==> config.mk <==
export PLATFORM = sky130hd
export DESIGN_NAME = reg_file_sb
export DESIGN_NICKNAME = d
export VERILOG_FILES = /design/src/rtl/reg_file_sb.sv
export SDC_FILE = /design/constraint.sdc
export NUM_CORES = 2
export LEC_CHECK = 0
export CAP_MARGIN = 20
export CORE_MARGIN = 2
export CORE_UTILIZATION = 57
export CTS_BUF_LIST = sky130_fd_sc_hd__clkbuf_8 sky130_fd_sc_hd__clkbuf_16
export DETAILED_ROUTE_END_ITERATION = 7
export PLACE_DENSITY = 0.86
export SYNTH_ARGS = -nofsm -noshare
export SYNTH_HDL_FRONTEND = slang
export SYNTH_SLANG_ARGS = --single-unit
==> constraint.sdc <==
create_clock -name clk -period 3.15 [get_ports clk]
set_clock_uncertainty 0.15 [all_clocks]
set_input_delay 0.63 -clock clk [delete_from_list [all_inputs] [get_ports clk]]
set_output_delay 0.63 -clock clk [all_outputs]
set_load 0.005 [all_outputs]
==> src/rtl/reg_file_sb.sv <==
// reg_file_sb: parametrised register file with a write-pending scoreboard.
// Two combinational read ports, one synchronous write-back port and a busy
// vector that marks the destinations of in-flight instructions. It flags
// read-after-write hazards (busy1/busy2) and write-after-write hazards
// (issue_ready) to the control unit.
// Optional feature: define RF_BYPASS_EN for same-cycle write-to-read forwarding.
module reg_file_sb #(
  parameter int unsigned DATA_W   = 32,
  parameter int unsigned ADDR_W   = 5,
  parameter bit          ZERO_REG = 1'b1
) (
  input  logic              clk,
  input  logic              reset,
  input  logic [ADDR_W-1:0] a1,
  input  logic [ADDR_W-1:0] a2,
  output logic [DATA_W-1:0] read_data1,
  output logic [DATA_W-1:0] read_data2,
  input  logic [ADDR_W-1:0] a3,
  input  logic [DATA_W-1:0] write_data,
  input  logic              write_enable,
  input  logic              issue_valid,
  input  logic [ADDR_W-1:0] issue_dest,
  output logic              issue_ready,
  output logic              busy1,
  output logic              busy2,
  output logic              stall,
  output logic [ADDR_W:0]   pending_count
);

  localparam int unsigned NREGS = 2 ** ADDR_W;
  localparam int unsigned CNT_W = ADDR_W + 1;

  logic [DATA_W-1:0] regs_q [NREGS];
  logic [DATA_W-1:0] regs_d [NREGS];
  logic [NREGS-1:0]  busy_q, busy_d;
  logic [CNT_W-1:0]  count_q, count_d;

  logic zr_a1, zr_a2, zr_a3, zr_dest;
  logic wr_ok, iss_ok, cnt_inc, cnt_dec;
  logic fwd1, fwd2;

  // Zero-register detection per address port.
  always_comb begin
    zr_a1   = ZERO_REG && (a1 == '0);
    zr_a2   = ZERO_REG && (a2 == '0);
    zr_a3   = ZERO_REG && (a3 == '0);
    zr_dest = ZERO_REG && (issue_dest == '0);
  end

  // Issue acceptance and effective write/set strobes.
  always_comb begin
    issue_ready = !issue_valid || !busy_q[issue_dest] || zr_dest;
    wr_ok       = write_enable && !zr_a3;
    iss_ok      = issue_valid && issue_ready && !zr_dest;
    // A refused issue to a busy register can never collide with its clear,
    // so a set to a clear bit always counts up; a clear counts down unless
    // the same register is re-set this cycle.
    cnt_inc     = iss_ok && !busy_q[issue_dest];
    cnt_dec     = wr_ok && busy_q[a3] && !(iss_ok && (issue_dest == a3));
  end

  // Next state: write data, then clear on write-back, then set on issue.
  always_comb begin
    regs_d = regs_q;
    busy_d = busy_q;
    if (wr_ok) begin
      regs_d[a3] = write_data;
      busy_d[a3] = 1'b0;
    end
    if (iss_ok) begin
      busy_d[issue_dest] = 1'b1;
    end
    count_d = count_q + CNT_W'(cnt_inc) - CNT_W'(cnt_dec);
  end

  // State registers with asynchronous active-low clear.
  always_ff @(posedge clk or negedge reset) begin
    if (!reset) begin
      for (int i = 0; i < int'(NREGS); i++) begin
        regs_q[i] <= '0;
      end
      busy_q  <= '0;
      count_q <= '0;
    end else begin
      regs_q  <= regs_d;
      busy_q  <= busy_d;
      count_q <= count_d;
    end
  end

  // Forwarding selects for the two read ports.
  always_comb begin
`ifdef RF_BYPASS_EN
    fwd1 = wr_ok && (a3 == a1);
    fwd2 = wr_ok && (a3 == a2);
`else
    fwd1 = 1'b0;
    fwd2 = 1'b0;
`endif
  end

  // Combinational read ports and hazard flags.
  always_comb begin
    read_data1    = zr_a1 ? '0 : (fwd1 ? write_data : regs_q[a1]);
    read_data2    = zr_a2 ? '0 : (fwd2 ? write_data : regs_q[a2]);
    busy1         = busy_q[a1] && !zr_a1 && !fwd1;
    busy2         = busy_q[a2] && !zr_a2 && !fwd2;
    stall         = busy1 || busy2 || (issue_valid && !issue_ready);
    pending_count = count_q;
  end

endmodule

# == Word level (Yosys, flattened, before mapping) ==
# Cells that the tools add are included.
# totals
ff_bits,1062
input_bits,56
out_inout_bits,74
wordCells,107
# classes
addsub,2
n_lt_le_gt_ge,10
eq_ne,1
n_mux,25
bitwise_logic,6
n_reduce_logical,29
# op_table
op,n
$bwmux 1024,1
$bmux 32 s5,2
$mux 32,9
$demux 32 s5,1
$and 32x32->32,1
$not 32->32,1
$or 32x32->32,1
$lt 5x6->1 const B,4
$bmux 1 s5,4
$logic_not 5->1,4
$ge 6x6->1 const B,3
$not 5->6,3
$logic_and 1x1->1,13
$demux 1 s5,2
$ge 5x1->1 const B,2
$logic_not 1->1,8
$add 6x1->6,1
$lt 6x1->1 const B,1
$mux 1,6
$sub 6x1->6,1
$eq 5x5->1,1
$logic_or 1x1->1,4

# == Depth between registers and ports, before layout ==
# logic_depth
ltp_word,11
depth_mapped,15
depth_no_buf,13

# == Least setup slack after synthesis ==
# OpenSTA, ideal clock, no wires.
# synth_path
path_type,input to register
start,in issue_dest[0]
end,"reg count_q[4], in the netlist pending_count[4]"
arrival_ps,3354
path_slack_ps,-434
stages,15
path_buffers,2
path_cell_list,buf_6 -> mux4_1 -> a22oi_1 -> nand3_2 -> nor3_4 -> buf_6 -> inv_1 -> ha_1 -> inv_1 -> ha_1 -> fa_1 -> a21oi_1 -> nor2_1 -> nor2_1 -> xnor2_1
# synth_between
elab_chain_len,11
elab_cells_between_ends,16
# synth_lines
element,line,text
"start, declared",22,"input logic [ADDR_W-1:0] issue_dest,"
branches (longest 10 deep; another with $add 6x1->6),--,
$sub 6x1->6 (*),73,count_d = count_q + CNT_W'(cnt_inc) - CNT_W'(cnt_dec);
net count_d[4],36,"logic [CNT_W-1:0] count_q, count_d;"
"end signal, assigned",87,count_q <= count_d;
"end, declared",36,
# Mark *: on every way through the listed nets, which the timed path passes. The select of a mux whose other input is x is not followed.
# A chain may end at the register's enable or synchronous reset.

# == Final worst setup path ==
# layout_path
start,reg regs_q[945] (netlist name)
end,out read_data2[17]
# layout_between
elab_chain_len,4
# layout_lines
element,line,text
"start, declared",33,logic [DATA_W-1:0] regs_q [NREGS];
"start signal, assigned",85,regs_q <= regs_d;
$bmux 32 s5,105,read_data2 = zr_a2 ? '0 : (fwd2 ? write_data : regs_q[a2]);
$mux 32 (implied by the code) (2 in series),105,
$mux 32,105,
"end, declared",17,"output logic [DATA_W-1:0] read_data2,"
# Every way passes these cells. The select of a mux whose other input is x is not followed.

==> out/metrics.yaml <==
crit_required_ns: 2.37
wl_per_cell_um: 38.45
setup_violations: 71
drive_above_1_share: 0.6776
vias_per_cell: 7.748
synth.distinct_cells: 50
avgSynthCellArea_um2: 16.27
dr.pass1.iters: 8
synth_nets: 3553
hold_violations: 0
fin_crit_sh: 1.148
leakagePower_nw: 30.97
ys_top_cells_by_area: "dfrtp_1 (47%), mux4_2 (26%), mux2_2 (20%), clkbuf_1 (1.5%), buf_2 (1.0%)"
vias: 41280
power_density_mw_per_mm2: 622.4
peakVddDrop_uv: 445.4
critPathArrivalTime_ns: 2.84
first_global_vias: 42730
io_buffers: 129
synth_edf_count: 0
drtIter0Drc: 5840
async_flop_share: 1.000
clkTransAtPathRegs_ns: 0.06
core-area_mm2: 0.09856
relSlewSlack: 0.2023
clockBufferDepth: 3
overflow: 0
synth_area_leader_cell: "dfrtp_1"
start_util: 0.5760
syn_inst: 3490
critPathMaxFanout: 3
routed_wl_um: 204900
place_congestion: 0.9719
cts.sinks: 1062
drv_slew: 0
syn_area_mm2: 0.05677
fmax_ghz: 0.2764
rsz0062_at_grt: "yes"
layout_setup_ws_ns: -0.4676
die-area_mm2: 0.1021
critPathKind: "reg2out"
dpl.hpwl_um: 109000
drc: 0
ios: 130
synth_flop_cell: "dfrtp_1"
synth_top_area_share: 0.4681
ys_seq_elements: 1062
min_path_type: "reg2reg"
cap_viol_max_count: 0
violations: "setup timing"
tightest_slew_ns: 1.193
fp.dieW_um: 319.6
clockRootBuffer: "clkbuf_16"
postRouteAntennaNets: 0
h-tree-depth: 3
syn2layout_area_growth_pct: 24.09
synth-seq-area-share: 0.4681
grt_util_all_layers: 0.3844
pre_cts_ws_ns: -0.8795
finalPower_mw: 43.85
grt_max_degree: 106
status: "finished with violations"
placementRows: 115
setup_tns_ns: -19.12
fp.dieH_um: 319.6
yosys_warnings: 0
clk_latency_ns: 0.73
antenna_found_initial: 16
startpoint_type: "flop"
cts_buffers: 106
grt_pass1_wl_um: 286600
cts_tree: "done"
nets: 4009
end_kind: "output port"
min_period_ns: 3.618
## flip-flops by register name, indices dropped and copies added, names as in the netlist
| register | cells |
|---|---|
| regs_q | 1024 |
| busy_q | 32 |
| pending_count | 6 |
## routing by layer
| layer | track usage | vias up | wire (um) |
|---|---|---|---|
| met1 | 0.4700 | 21180 | 65110 |
| met3 | 0.1331 | 1482 | 28480 |
| met4 | 0.2693 | 16 | 19080 |
| li1 | - | 14570 | - |
| met2 | 0.5770 | 4031 | 92080 |
| met5 | 0 | - | 108 |
## logic make-up after synthesis
logic type      count (synthesis)  share of synthesized area
simple gates                  190                    0.01477
mux                          1702                     0.4697
fa+ha+maj                       7                   0.001675
flops                        1062                     0.4681
buf+inv                       433                    0.03290
xor+xnor                        5                  0.0007713
compound gates                 91                    0.01206
## power breakdown
group / switching (mW) / internal (mW)
logic: 4.64 / 6.89
registers: 2.59 / 16.3
clock network: 5.87 / 7.57
## cell usage after synthesis, drive strengths merged, types with 4 or more instances
library cell	count
ha	6
dfrtp	1062
mux4	668
nor2	58
buf	177
inv	24
a21oi	37
and3b	4
mux2i	40
nor3b	6
and3	4
nand2	97
a22oi	5
clkbuf	232
a32o	31
xnor2	4
mux2	994
## what timing repair did
action                                 4_1_cts  5_1_grt
pin swaps                                   70       48
setup endpoints to repair                   70       72
endpoints found under the hold margin       32        0
gates resized for setup                    524      104
setup buffers                              139       54
hold buffers                                 1        0
cloned                                      26        6
## layout by cell type (no fill, tap or decap), drive strengths merged, types with 3 or more instances in the layout
cell type / Yosys / final
a21oi: 37 / 37
a22oi: 5 / 5
a31oi: 3 / 3
a32o: 31 / 31
and3: 4 / 4
and3b: 4 / 4
buf: 177 / 696
bufinv: 0 / 10
clkbuf: 232 / 138
clkdlybuf4s50: 0 / 48
clkinv: 0 / 23
clkinvlp: 0 / 7
dfrtp: 1062 / 1062
diode: 0 / 9
ha: 6 / 6
inv: 24 / 48
mux2: 994 / 994
mux2i: 40 / 40
mux4: 668 / 668
nand2: 97 / 97
nand3: 3 / 3
nand3b: 3 / 3
nor2: 58 / 58
nor2b: 3 / 3
nor3: 3 / 3
nor3b: 6 / 6
or2: 3 / 3
xnor2: 4 / 4
## worst max-delay path, stage by stage (launching register included)
cell and delay, ns:
dfrtp_1 0.46, mux4_2 0.58, mux4_2 0.52, mux2i_1 0.19, buf_4 0.19, nor2_1 0.05, buf_2 0.12
## final cells by class
class / count / area (um^2)
clock inverters: 64 / 653.1
multi-input cells: 1995 / 29280
clock buffers: 130 / 2994
fillers: 5191 / 28110
inverters: 24 / 92.59
repair buffers: 757 / 9215
diodes: 9 / 22.52
flip-flops and latches: 1062 / 26580
well taps: 1287 / 1610
## per-stage QoR
| step | util | hold slack, ns | std cells | area [um^2] |
|---|---|---|---|---|
| 2_1_floorplan | - | 0.1844 | 3490 | 56830 |
| 3_3_place_gp | 0.6429 | 0.2265 | 4918 | 63360 |
| 3_5_place_dp | 0.6429 | 0.2323 | 4918 | 63360 |
| 4_1_cts | 0.7074 | 0.2481 | 5275 | 69720 |
| 5_1_grt | 0.7147 | 0.2632 | 5324 | 70440 |
| 6_report | 0.7148 | 0.2482 | 5328 | 70450 |
## path summary, 6_finish.rpt
check	from	end	slack, ns	cells past startpoint
max	regs_q[945]	read_data2[17]	-0.47	6
min	regs_q[1002]	regs_q[1002]	0.25	0
max reg2reg	busy_q[16]	pending_count[5]	-0.18	15
min reg2reg	regs_q[1002]	regs_q[1002]	0.25	0
max in group asynchronous	reset	regs_q[563]	1.48	3
min in group asynchronous	reset	regs_q[482]	0.33	2
Power figures use the tool's default switching activity.
